### config.mk
export PLATFORM = sky130hd
export DESIGN_NAME = lane_vrf_write_arbiter
export DESIGN_NICKNAME = d
export VERILOG_FILES = /design/src/rtl/lane_vrf_write_arbiter_pkg.sv /design/src/rtl/lane_vrf_write_arbiter_rr_arbiter.sv /design/src/rtl/lane_vrf_write_arbiter.sv
export SDC_FILE = /design/constraint.sdc
export NUM_CORES = 1
export LEC_CHECK = 0
export ABC_AREA = 1
export BUFFER_PORTS_ARGS = -buffer_cell sky130_fd_sc_hd__buf_4
export CORE_MARGIN = 2
export CORE_UTILIZATION = 44
export CTS_CLUSTER_DIAMETER = 150
export CTS_CLUSTER_SIZE = 8
export DETAILED_ROUTE_END_ITERATION = 8
export GPL_ROUTABILITY_DRIVEN = 0
export PLACE_DENSITY = 0.82
export SYNTH_ARGS = -nofsm -noshare
export SYNTH_HDL_FRONTEND = slang
export SYNTH_SLANG_ARGS = --single-unit
### constraint.sdc
create_clock -name clock -period 3.7 [get_ports clock]
set_input_delay 0.37 -clock clock [delete_from_list [all_inputs] [get_ports clock]]
set_output_delay 0.37 -clock clock [all_outputs]
set_load 0.05 [all_outputs]
### src/rtl/lane_vrf_write_arbiter_pkg.sv
// lane_vrf_write_arbiter_pkg: lane-wide VRF width constants and the write request record.
package lane_vrf_write_arbiter_pkg;

   localparam int LANE_VD_W   = 5;
   localparam int LANE_DATA_W = 32;
   localparam int LANE_MASK_W = LANE_DATA_W / 8;
   localparam int LANE_IDX_W  = 3;

   typedef struct packed {
      logic [LANE_VD_W-1:0]   vd;
      logic [LANE_MASK_W-1:0] mask;
      logic [LANE_DATA_W-1:0] data;
      logic                   last;
      logic [LANE_IDX_W-1:0]  instructionIndex;
   } vrf_write_req_t;

endpackage

### src/rtl/lane_vrf_write_arbiter_rr_arbiter.sv
// rr_arbiter: round-robin grant to the first requester at or after the pointer.
// The pointer moves past the winner only when the caller reports an accept.
module rr_arbiter #(
   parameter  int SLOTS = 4,
   localparam int IW    = (SLOTS > 1) ? $clog2(SLOTS) : 1
) (
   input  logic             clock,
   input  logic             reset,
   input  logic [SLOTS-1:0] req,
   input  logic             advance,
   output logic [SLOTS-1:0] grant,
   output logic [IW-1:0]    grant_idx
);

   logic [IW-1:0] rr_q, rr_d;
   logic [IW:0]   cand;
   logic          found;

   always_comb begin
      found     = 1'b0;
      grant_idx = '0;
      cand      = '0;
      for (int k = 0; k < SLOTS; k++) begin
         cand = {1'b0, rr_q} + (IW+1)'(k);
         cand = (cand >= (IW+1)'(SLOTS)) ? cand - (IW+1)'(SLOTS) : cand;
         if (!found && req[cand[IW-1:0]]) begin
            found     = 1'b1;
            grant_idx = cand[IW-1:0];
         end
      end
      grant = found ? (SLOTS'(1) << grant_idx) : '0;
      rr_d  = advance ? ((grant_idx == IW'(SLOTS-1)) ? '0 : grant_idx + 1'b1) : rr_q;
   end

   always_ff @(posedge clock) begin
      if (!reset) rr_q <= '0;
      else        rr_q <= rr_d;
   end

endmodule

### src/rtl/lane_vrf_write_arbiter.sv
// lane_vrf_write_arbiter: merges per-slot VRF write streams into one registered write port,
// dropping empty non-last beats and pulsing retire when a last beat is written.
module lane_vrf_write_arbiter
   import lane_vrf_write_arbiter_pkg::*;
#(
   parameter  int SLOTS  = 4,
   parameter  int VD_W   = LANE_VD_W,
   parameter  int DATA_W = LANE_DATA_W,
   parameter  int MASK_W = LANE_MASK_W,
   parameter  int IDX_W  = LANE_IDX_W,
   localparam int SW     = $clog2(SLOTS)
) (
   input  logic                    clock,
   input  logic                    reset,
   input  logic [SLOTS-1:0]        req_valid,
   output logic [SLOTS-1:0]        req_ready,
   input  logic [SLOTS*VD_W-1:0]   req_vd,
   input  logic [SLOTS*MASK_W-1:0] req_mask,
   input  logic [SLOTS*DATA_W-1:0] req_data,
   input  logic [SLOTS-1:0]        req_last,
   input  logic [SLOTS*IDX_W-1:0]  req_instructionIndex,
   output logic                    vrfWrite_valid,
   input  logic                    vrfWrite_ready,
   output logic [VD_W-1:0]         vrfWrite_bits_vd,
   output logic [MASK_W-1:0]       vrfWrite_bits_mask,
   output logic [DATA_W-1:0]       vrfWrite_bits_data,
   output logic                    vrfWrite_bits_last,
   output logic [IDX_W-1:0]        vrfWrite_bits_instructionIndex,
   output logic [SW-1:0]           vrfWrite_slot,
   output logic                    retire_valid,
   output logic [IDX_W-1:0]        retire_instructionIndex
);

   vrf_write_req_t   sel, bits_q, bits_d;
   logic             full_q, full_d, retire_q, retire_d;
   logic [SW-1:0]    slot_q, slot_d, grant_idx;
   logic [IDX_W-1:0] ret_idx_q, ret_idx_d;
   logic [SLOTS-1:0] grant;
   logic             can_load, accept, load, deq;

   rr_arbiter #(.SLOTS(SLOTS)) u_arb (
      .clock     (clock),
      .reset     (reset),
      .req       (req_valid),
      .advance   (accept),
      .grant     (grant),
      .grant_idx (grant_idx)
   );

   // Ready is gated by reset so no slot sees an accept while the block is held in reset.
   assign can_load  = ~full_q | vrfWrite_ready;
   assign req_ready = grant & {SLOTS{can_load & reset}};
   assign accept    = |req_ready;

   always_comb begin
      sel.vd               = req_vd[grant_idx*VD_W +: VD_W];
      sel.mask             = req_mask[grant_idx*MASK_W +: MASK_W];
      sel.data             = req_data[grant_idx*DATA_W +: DATA_W];
      sel.last             = req_last[grant_idx];
      sel.instructionIndex = req_instructionIndex[grant_idx*IDX_W +: IDX_W];
      load                 = accept & ((|sel.mask) | sel.last);
      deq                  = full_q & vrfWrite_ready;
      full_d               = load | (full_q & ~vrfWrite_ready);
      bits_d               = load ? sel : bits_q;
      slot_d               = load ? grant_idx : slot_q;
      retire_d             = deq & bits_q.last;
      ret_idx_d            = retire_d ? bits_q.instructionIndex : ret_idx_q;
   end

   always_ff @(posedge clock) begin
      if (!reset) begin
         full_q    <= 1'b0;
         bits_q    <= '0;
         slot_q    <= '0;
         retire_q  <= 1'b0;
         ret_idx_q <= '0;
      end else begin
         full_q    <= full_d;
         bits_q    <= bits_d;
         slot_q    <= slot_d;
         retire_q  <= retire_d;
         ret_idx_q <= ret_idx_d;
      end
   end

   assign vrfWrite_valid                 = full_q;
   assign vrfWrite_bits_vd               = bits_q.vd;
   assign vrfWrite_bits_mask             = bits_q.mask;
   assign vrfWrite_bits_data             = bits_q.data;
   assign vrfWrite_bits_last             = bits_q.last;
   assign vrfWrite_bits_instructionIndex = bits_q.instructionIndex;
   assign vrfWrite_slot                  = slot_q;
   assign retire_valid                   = retire_q;
   assign retire_instructionIndex        = ret_idx_q;

endmodule
==> run summary, run 1 <==
The area growth from synthesis to layout is 50.3%. The worst setup path is captured at an output port. Once the clock tree was built, the setup fixing pass inserted 0 buffers.

The fill cell instance count of the final layout came out at 797. The clock latency on the worst-skew pair is 310 ps. In the layout the commonest cells are buf_4 (255), nand2_1 (124), nor2_1 (93), a21oi_1 (83), nand3_1 (74). The main combinational cell family by area after synthesis is simple AND/OR/NAND/NOR gates. The net count after synthesis is 824.

The total vias in the final route came out at 5148. In the routed layout, each cell is associated on average with a via count of 5.38. Entering global routing, the biggest net connects 51 pins. The leakage component of the power came out at 2.96 nW. The number of antenna violations at the first check in global routing is 0. The synthesized netlist devotes 0.653% of its cell area to adder and majority cells. Setup repair after global routing left no endpoint under its margin. The via count of the first global-routing pass came to 5054. The flow ran to the end, and the final reports show no timing, DRC or antenna violations.

The number of pins with negative max-slew slack in the final report came out at 0. The part of the cycle the worst path needs came out at 84.1%. The first routing iteration left 179 violations.

The path type of the worst setup path is reg -> out. The number of buffers between clock root and the deepest sink is 2. The count of endpoints failing setup in the final report is 0. The library cell contributing the largest single delay on the critical path is dfxtp_2.

The worst hold path begins at vrfWrite_ready. After detailed routing, the number of remaining DRC violations is 0. The number of failing hold endpoints at the final stage is 0. The number of max-capacitance violations reported is 0. The TritonCTS clock tree is yes. The final-layout setup total negative slack came out at 0 ps.

The total of cells resized after clock tree synthesis came out at 0. At the pin with the least slew margin, the transition time is 513 ps. The core box area came out at 8590 µm².

The area fraction in and, or, nand and nor cells after synthesis is 33.6%. The effective utilization at floorplan is 44.6%. The HPWL after detailed placement came out at 10800 µm. The class of the tightest hold or removal check is in -> reg. 0 antenna diodes ended up in the layout. Of all nets on the critical path, the largest fanout is 21. The data required time of the worst path came out at 3330 ps. The share of synthesized area occupied by flip-flops and latches came out at 28.2%.

The clock skew is 7.08 ps. The core utilization of the finished layout came out at 67.0%. The clock tree synthesis step divided the H-tree into 2 levels. The first TritonRoute pass finished after 4 iterations. By instance count, the cell type seen most on the critical path is nand2_1. The final critical path time including I/O delays and setup is 3110 ps. The worst setup slack before clock tree synthesis is 339 ps. The number of buffers added on ports is 242. Clock-pin slew was measured on the worst setup and hold paths at 90 ps.

The residual antenna-violating net count after detailed routing came out at 0. The worst slack on hold paths came out at 360 ps. Clock tree synthesis selected as its root buffer the cell clkbuf_8. The total power draw came out at 5.88 mW. The average detailed-routed wire length per instance came out at 15.0 µm. The xor and xnor fraction of the mapped netlist area came out at 0%.

Setup slack closes at 589 ps. The total number of placement rows is 34. The placed cell count came out at 948. The mux share of post-synthesis cell area is 0%.

The number of standard cells in the final layout excluding fillers is 956. The complex-gate fraction of the synthesized area came out at 25.8%. The vertical die dimension is 97.3 µm. The routed wire length came out at 14300 µm.

The register cell area after layout is 1080 µm². Global routing finished with a remaining overflow of 0. The remaining max-slew budget at the tightest pin is 65.8%. Leaving out fill and tap cells, the most frequent cell in the layout is buf_4. The number of top-level pins is 243.

The total number of clock tree sinks came out at 54. After routing the design area is 5760 µm². The count of hold buffers inserted by post-cts repair came out at 0.

The synthesized area came out at 3830 µm². Tracing the worst setup path back leads to its startpoint at u_arb.rr_q[0]$_SDFFE_PN0P_. The final net count came out at 1036.

In this run, distinct cell masters in the synthesized netlist total 27. The number of storage elements in the synthesis netlist is 54. The critical path goes through inv_2 > nand2_1 > nand2_1 > nand2_1 > nand2_1 > nor2_1 > nand2_1 > nand2_1 > nand3_2 > ha_1 > inv_1 > nor2_1 > buf_4. The critical path data arrival time is 2740 ps.

The width of the chip is 97.3 µm. The area of combinational cells with multiple inputs came out at 2320 µm². The cell count after synthesis came out at 635.

The area enclosed by the die boundary is 9470 µm². The number of warnings printed during yosys synthesis is 0. The total routing resource utilization after global routing came out at 29.0%. In this run the critical register-to-register path is launched from u_arb.rr_q[0]$_SDFFE_PN0P_.

Dividing the synthesized area by the synthesized cell count gives 6.03 µm². The first-pass GRT wire length is 22900 µm. The worst setup path is launched from a flip-flop. Buffers inserted during clock tree synthesis total 5.

The placed standard-cell area came out at 5640 µm². The power per cell area is 1020 nW/µm². The share of final-layout standard cells stronger than drive strength 1 came out at 32.5%. The highest cell delay on the worst timing path is 490 ps.

The maximum clock frequency came out at 321 MHz. The peak supply drop is 0.429 mV.
==> synthesized netlist by cell type <==
cell	instances	area (µm²)
a21boi_1	1	7.51
a21oi_1	83	415
a41oi_2	1	16.3
buf_1	1	3.75
buf_2	19	95.1
buf_4	6	45.0
buf_6	3	33.8
clkbuf_1	21	78.8
clkinv_1	1	3.75
dfxtp_1	54	1080
ha_1	2	25.0
inv_1	47	176
inv_2	3	11.3
nand2_1	124	465
nand2_2	4	25.0
nand2_4	1	11.3
nand3_1	75	375
nand3_2	1	10.0
nand3b_1	3	22.5
nand4_1	1	6.26
nor2_1	93	349
nor2_4	2	22.5
o211a_1	14	140
o21ai_0	44	220
o21ai_1	4	20.0
o21bai_1	1	7.51
o22ai_1	26	163
==> layout make-up <==
class / count / share of cell area, %
Tap cell: 108 / 2.35
Clock inverter: 2 / 0.652
Inverter: 51 / 3.33
Multi-Input combinational cell: 480 / 40.4
Timing Repair Buffer: 255 / 33.3
Clock buffer: 6 / 1.26
Sequential cell: 54 / 18.8
==> critical path: cells and delay by family, from the launching register on <==
kind | cells | cell delay [ps]
flip-flops | 1 | 490
buffers and inverters | 3 | 450
adder cells (fa/ha/maj) | 1 | 400
AND/OR/NAND/NOR | 9 | 1100
==> power by group <==
| group | switching [mW] | internal [mW] | total (mW) |
|---|---|---|---|
| Sequential | 0.130 | 0.776 | 0.907 |
| Combinational | 3.04 | 1.53 | 4.58 |
| Clock | 0.197 | 0.202 | 0.399 |
| Total | 3.37 | 2.51 | 5.88 |
==> state kept, by name, indices dropped and copies added (netlist names) <==
register / count
vrfWrite_bits_data: 32
vrfWrite_bits_vd: 5
vrfWrite_bits_mask: 4
retire_instructionIndex: 3
vrfWrite_bits_instructionIndex: 3
u_arb.rr_q: 2
vrfWrite_slot: 2
retire_valid: 1
vrfWrite_bits_last: 1
vrfWrite_valid: 1
==> routing by layer <==
metal / up-vias / GRT usage (%) / share of wire, %
met2: 244 / 53.1 / 50
met1: 2314 / 32.1 / 38
li1: 2543 / - / -
met5: - / 0 / 0
met3: 47 / 5.76 / 8.5
met4: 0 / 13.2 / 3.7
==> path summary, 6_finish.rpt <==
| check | to | slack, ps | cells past startpoint |
|---|---|---|---|
| max | req_ready[3] | 590 | 13 |
| max reg2reg | vrfWrite_bits_data[22]$_SDFFE_PN0P_ | 610 | 18 |
| min | vrfWrite_valid$_SDFF_PN0_ | 360 | 4 |
| min reg2reg | retire_instructionIndex[1]$_SDFFE_PN0P_ | 470 | 2 |
==> kinds of logic after synthesis <==
kind of cell	Yosys count
AOI/OAI and AO/OA	174
adders and majority gates	2
and+or+nand+nor	304
DFF	54
buffers and inverters	101
Power figures use the tool's default switching activity.
==> run 2: changes to the inputs <==
- ABC_AREA: 1 -> 0
- CORE_UTILIZATION: 44 -> 41
- PLACE_DENSITY: 0.82 -> 0.78
- clock period: 3.7 -> 2.83 ns (I/O delays scaled with it)
==> run 2 against run 1 <==
Compared with the run above: total power is 25% lower; sequential power is 35% higher; combinational power is 40% lower; sequential share of layout area is 1.9 points lower; largest power group unchanged; via count is 10% higher; worst hold slack worse by 21 ps; routed wire length is 9.8% higher.
==> run summary, run 2 <==
Dividing total power by cell area gives a power density of 693 nW/µm². The root cell of the clock tree is clkbuf_8. The number of antenna violations at the first check in global routing came out at 0.

The first-pass GRT wire length came out at 25100 µm. Summing internal, switching and leakage power gives 4.42 mW. The number of top-level pins is 243. The via count of the first global-routing pass came out at 5308. The worst-case IR drop observed on VDD is 0.283 mV.

The number of pins with negative max-slew slack in the final report is 0. The number of antenna diodes in the final layout is 0. The worst pin sits at a relative slew slack of 46.6%.

In the routed design, unresolved DRC markers number 0. The core box area came out at 10400 µm². By count the netlist is led by nand2_1 (127), nand4_1 (82), nand3_1 (63), dfxtp_1 (54), clkbuf_1 (45). The capture point of the worst reg-to-reg path is vrfWrite_bits_data[26]$_SDFFE_PN0P_.

The count of flip-flops with a built-in enable after synthesis is 0. The H-tree was split into 2 levels. The run finished with clean final reports. Prior to clock tree synthesis, the placed netlist has a worst setup slack of 65.3 ps. The area enclosed by the die boundary is 11500 µm². The reg-to-reg setup timing slack came out at 190 ps. The core utilization of the finished layout came out at 61.5%. The count of hold buffers inserted by post-cts repair came out at 0. The critical path startpoint category is a flip-flop. The HPWL after detailed placement is 11700 µm. The first-pass iteration count of the detailed router came out at 6. For the pin with the worst max-slew slack, the measured transition is 801 ps. The part of the cycle the worst path needs is 93.4%. Setup repair after global routing could not meet its margin everywhere.

The count of endpoints failing setup in the final report came out at 0. By area the synthesized netlist is led by dfxtp_1 (25%), nand4_1 (12%), nand2_1 (11%), a311oi_1 (8.0%), nand3_1 (7.2%). The number of warnings printed during yosys synthesis is 0.

The die is 107 µm tall. Static timing analysis puts the maximum clock frequency at 378 MHz. The worst-case setup margin in the final layout is 186 ps. After clock tree synthesis, the clock-pin slew on the worst setup and hold paths is 100 ps. The number of buffers added on ports is 242. No sink is reached through more buffers than the 2 on the longest clock path.

The worst flop-to-flop path startpoint is u_arb.rr_q[1]$_SDFFE_PN0P_. The number of cells on the worst hold path is 3. The dominant synthesized flop cell is dfxtp_1. The number of max-capacitance violations reported came out at 0. The class of the tightest hold or removal check is in -> reg.

The placed cell count is 958. The total vias in the final route is 5670. The synthesized area is 4380 µm². The cell taking the most area after synthesis is dfxtp_1.

The number of flip-flops under the largest register name is 32. On the final layout, the worst clock skew is 12.2 ps. The most critical setup path has its startpoint at u_arb.rr_q[1]$_SDFFE_PN0P_. The fill cell instance count of the final layout came out at 950. The number of storage elements in the synthesis netlist came out at 54. The element type at the critical path end is a flip-flop. The TritonCTS clock tree is yes. CTS saw 54 sinks. The sum of overflow across all layers after global routing is 0. The worst setup path is of the reg -> reg kind. The maximum number of pins on one net before global-route repair came out at 54.

The CTS buffer count came out at 5. The most common library cell in the layout ignoring fill and taps is buf_4. Global routing used 26.0% of the available tracks across all layers. The end of the worst hold path is vrfWrite_valid$_SDFF_PN0_. The synthesized area divided by synthesized cell count came out at 6.96 µm². The total number of placement rows is 37. The worst slack on hold paths is 339 ps.

The data required time of the worst path is 3070 ps. Cells with a size suffix above 1 make up 34.8% of the layout. The clock reaches the later pin of the worst-skew pair after 300 ps. The leakage component of the power is 2.89 nW. The cell count of the worst reg-to-reg path is 12. Once the floorplan was initialized, standard cells occupied 42.3% of the core.

The width of the chip came out at 107 µm. Dividing the detail-routed via count by the number of cells gives 5.86. In the layout the commonest cells are buf_4 (257), nand2_1 (126), nand4_1 (82), nand3_1 (63), dfxtp_1 (54). The detailed router finished its first iteration with 398 violations. The final critical path time including I/O delays and setup came out at 2640 ps. The synthesized netlist contains 44 unique library cells. The number of standard cells in the final layout excluding fillers is 967. Of all flip-flops after synthesis, the portion carrying an async set or reset was 0%. The share of synthesized area occupied by flip-flops and latches is 24.7%. In this run the most critical hold path is launched from vrfWrite_ready. The routed wire length came out at 15700 µm. The detail route stage leaves a number of antenna-violating nets equal to 0. The signed area change from the synthesized netlist to the final layout is 45.6%. The average detailed-routed wire length per instance is 16.3 µm. The most repeated cell in the gate-level netlist after synthesis is nand2_1.

The critical path data arrival time came out at 2880 ps. Synthesis produced a netlist whose cell count is 630. Of all nets on the critical path, the largest fanout is 53. The final net count came out at 1019.

Synthesis produced a netlist with a net count of 819. The area share of the largest cell type after synthesis is 24.7%. The number of failing hold endpoints at the final stage was 0.
[run 2: layout make-up]
| cell class | count | area, µm² | area share [%] |
|---|---|---|---|
| Timing Repair Buffer | 263 | 2030 | 31.8 |
| Clock buffer | 6 | 82.6 | 1.29 |
| Sequential cell | 54 | 1080 | 16.9 |
| Multi-Input combinational cell | 500 | 2980 | 46.7 |
| Tap cell | 136 | 170 | 2.67 |
| Inverter | 6 | 22.5 | 0.353 |
| Clock inverter | 2 | 12.5 | 0.196 |
[run 2: logic make-up (layout without fill, tap and decap cells)]
group / count (synthesis) / count (layout) / synth area share [%]
adders and majority gates: 2 / 2 / 0.571
buffers and inverters: 76 / 277 / 7.82
DFF: 54 / 54 / 24.7
muxes: 4 / 4 / 0.913
AOI/OAI and AO/OA: 120 / 120 / 21.8
and+or+nand+nor: 374 / 374 / 44.3
[run 2: timing repair]
item / CTS / global route
endpoints found under the hold margin: 0 / 0
setup buffers: 0 / 1
resized for setup: 0 / 2
endpoints found under the setup margin: 0 / 27
[run 2: routing by layer]
layer | part of all wire, % | global-route usage, %
met4 | 1.8 | 6.41
met2 | 50 | 46.7
met1 | 42 | 32.8
met5 | 0 | 0
met3 | 6.6 | 3.51
[run 2: worst max-delay path: stages, from the launching register on]
cell and delay (ps):
dfxtp_1 450, nand2_1 130, a21oi_1 310, nor3_4 70
buf_12 140, inv_2 130, ha_1 180, nor2_1 60
a21o_2 250, buf_12 190, a311oi_1 420, nand2_1 100
nand4_1 120
[run 2: how the worst max path moves through the flow]
stage / slack (ps) / cells after the start / endpoint
6_report: 190 / 12 / vrfWrite_bits_data[26]$_SDFFE_PN0P_
5_1_grt: -10 / 8 / vrfWrite_bits_data[11]$_SDFFE_PN0P_
4_1_cts: 180 / 9 / vrfWrite_bits_instructionIndex[1]$_SDFFE_PN0P_
3_5_place_dp: 70 / 12 / vrfWrite_bits_data[26]$_SDFFE_PN0P_
3_3_place_gp: 180 / 12 / vrfWrite_bits_data[26]$_SDFFE_PN0P_
2_1_floorplan: 20 / 14 / vrfWrite_bits_data[17]$_SDFFE_PN0P_
[run 2: power by group]
part	total (mW)	switching, mW	internal, mW
Sequential	1.22	0.206	1.01
Combinational	2.75	1.82	0.929
Clock	0.454	0.257	0.198
Total	4.42	2.28	2.14
[run 2: through the flow]
step	TNS, ps	area [µm²]
6_report	0	6380
3_3_place_gp	0	6260
4_1_cts	0	6350
5_1_grt	-11.1	6380
3_5_place_dp	0	6260
2_1_floorplan	0	4390
==> run 3: changes to the inputs <==
- SETUP_SLACK_MARGIN: unset -> 0.2
==> run 3 against run 2 <==
Compared with the run above: count of clock-buffer cells in the layout stayed put; global-route usage is 0.056 points lower; sequential power hardly changed; critical path depth is 2 lower; combinational power is 2% higher; highest routed layer unchanged.
==> run summary, run 3 (same netlist as run 2, synthesis figures left out) <==
The DRC violation count after routing is 0. The clock tree synthesis step divided the H-tree into 2 levels. The placed standard-cell area is 6290 µm². The clock skew came out at 6.94 ps.

In the final timing run, aggregate negative setup slack is 0 ps. The worst flop-to-flop path startpoint is u_arb.rr_q[0]$_SDFFE_PN0P_. The worst slack on hold paths came out at 327 ps. The vertical die dimension came out at 107 µm.

STA classifies the critical path endpoint as a flip-flop. The share of final-layout standard cells stronger than drive strength 1 came out at 35.5%. The clock transition at the register clock pins on the worst setup and hold paths after CTS came out at 100 ps. The clock latency on the worst-skew pair is 320 ps.

The first-pass GRT wire length is 24800 µm. After the first detailed-routing iteration, the DRC count stood at 448. The number of pins with negative max-slew slack in the final report came to 0.

Detailed placement ended at an HPWL of 11500 µm. The final net count came out at 1025. The total routing resource utilization after global routing came out at 26.0%.

The count of antenna diodes in the layout is 0. The area enclosed by the die boundary is 11500 µm². TritonCTS built the clock tree. The core utilization of the finished layout is 62.5%.

The power per cell area is 692 nW/µm². The flow ran to the end, and the final reports show no timing, DRC or antenna violations. The reg-to-reg setup timing slack is 260 ps. The average detailed-routed wire length per instance is 16.6 µm.

The worst hold path belongs to the class in -> reg. The total number of clock tree sinks came out at 54. The largest fanout of any net on the critical path came out at 24.

Leaving out fill and tap cells, the most frequent cells in the layout are buf_4 (261), nand2_1 (126), nand4_1 (82), nand3_1 (63), dfxtp_1 (53). The data required time of the worst path came out at 3040 ps. For the worst setup path, the data arrival time is 2770 ps. The path type of the worst setup path is reg -> reg. For this design the top-level I/O count stands at 243.

The signed area change from the synthesized netlist to the final layout is 47.8%. The maximum clock frequency came out at 389 MHz. For this design the static power due to leakage is 2.93 nW. The peak supply drop is 0.336 mV.

The sum of overflow across all layers after global routing came out at 0. The post-layout instance area is 6480 µm². The via count of the first global-routing pass is 5390. The worst hold path begins at vrfWrite_ready. At the pin with the least slew margin, the transition time is 854 ps. The maximum number of pins on one net before global-route repair is 87.

Using the TritonRoute via totals, the vias-per-cell ratio works out to 5.92. The first-pass iteration count of the detailed router came out at 5. The region available for standard cell placement spans 10400 µm². The worst setup path is launched from a flip-flop.

The number of failing hold endpoints at the final stage is 0. Leaving out fill and tap cells, the most frequent cell in the layout is buf_4. The routed wire length came out at 16200 µm. The width of the chip is 107 µm. Subtracting the final worst setup slack from the clock period gives 2570 ps. The filler cells instantiated in the layout total 921. Setup repair after global routing could not meet its margin everywhere.

TritonCTS created 5 clock buffers. Setup violations remaining at the end of the flow were counted as 0. The number of buffers added on ports came out at 242.

Headroom to the max-slew limit came out at 43.1%. The part of the cycle the worst path needs came out at 90.8%. The total power draw came out at 4.48 mW.

The number of cells on the worst hold path came out at 3. The number of buffers between clock root and the deepest sink came out at 2. In this run the remaining antenna-violating nets after routing total 0. The total vias in the final route came out at 5761.

The capture point of the worst reg-to-reg path is vrfWrite_slot[1]$_SDFFE_PN0P_. The number of max-capacitance violations reported came out at 0. For this configuration, the core starts out at a cell density of 42.3%. The cell count of the worst reg-to-reg path is 10. The worst hold path terminates at vrfWrite_valid$_SDFF_PN0_.

The register with the most flip-flops in the layout has 32 of them. The total number of placement rows is 37. The tree is rooted in a clkbuf_8. The number of antenna violations at the first check in global routing came out at 0.
-- run 3: area by class of cell --
cell class	instances	area, µm²	area share [%]
Clock buffer	6	72.6	1.12
Clock inverter	2	13.8	0.212
Inverter	6	22.5	0.348
Multi-Input combinational cell	501	3010	46.4
Sequential cell	54	1080	16.7
Tap cell	136	170	2.63
Timing Repair Buffer	268	2110	32.6
-- run 3: critical path, stage by stage (launching register included) --
cell,delay [ps]
dfxtp_1,430
inv_1,130
a221o_2,460
nand3_1,120
nand3_1,130
a222oi_1,400
buf_4,200
buf_4,180
clkbuf_16,200
nand2b_1,130
nand4_1,90
-- run 3: repair_timing --
action                                 CTS  global route
cloned                                   0             3
endpoints found under the hold margin    0             0
pin swaps                                1             4
setup endpoints to repair               29            51
setup buffers                            1             3
resized for setup                        1             2
hold buffers                             0             0
-- run 3: report_power, final --
group          total (mW)  leakage [nW]  internal, mW  switching (mW)
Sequential           1.23         0.451          1.01           0.213
Combinational        2.81          2.44         0.967            1.84
Clock               0.447        0.0452         0.176           0.271
Total                4.48          2.93          2.16            2.33
-- run 3: metal layers --
metal,GRT usage [%],vias to the layer above,routed length [µm]
li1,-,2784,-
met1,33.0,2638,6560
met2,44.9,305,7950
met3,3.51,34,1320
met4,9.07,0,367
met5,0,-,0
-- run 3: through the flow --
stage,setup WS (ps),instances
2_1_floorplan,210,630
3_3_place_gp,177,958
3_5_place_dp,90.8,958
4_1_cts,220,967
5_1_grt,119,973
6_report,261,973
-- run 3: worst max path at each step --
stage	start	to	cells past startpoint
floorplan	req_valid[0]	vrfWrite_slot[0]$_SDFFE_PN0P_	13
global placement	req_valid[2]	vrfWrite_bits_data[28]$_SDFFE_PN0P_	10
detailed placement	req_valid[2]	vrfWrite_bits_data[31]$_SDFFE_PN0P_	10
CTS	u_arb.rr_q[1]$_SDFFE_PN0P_	req_ready[1]	7
global route	u_arb.rr_q[1]$_SDFFE_PN0P_	vrfWrite_bits_data[31]$_SDFFE_PN0P_	11
finish	u_arb.rr_q[0]$_SDFFE_PN0P_	vrfWrite_slot[1]$_SDFFE_PN0P_	10
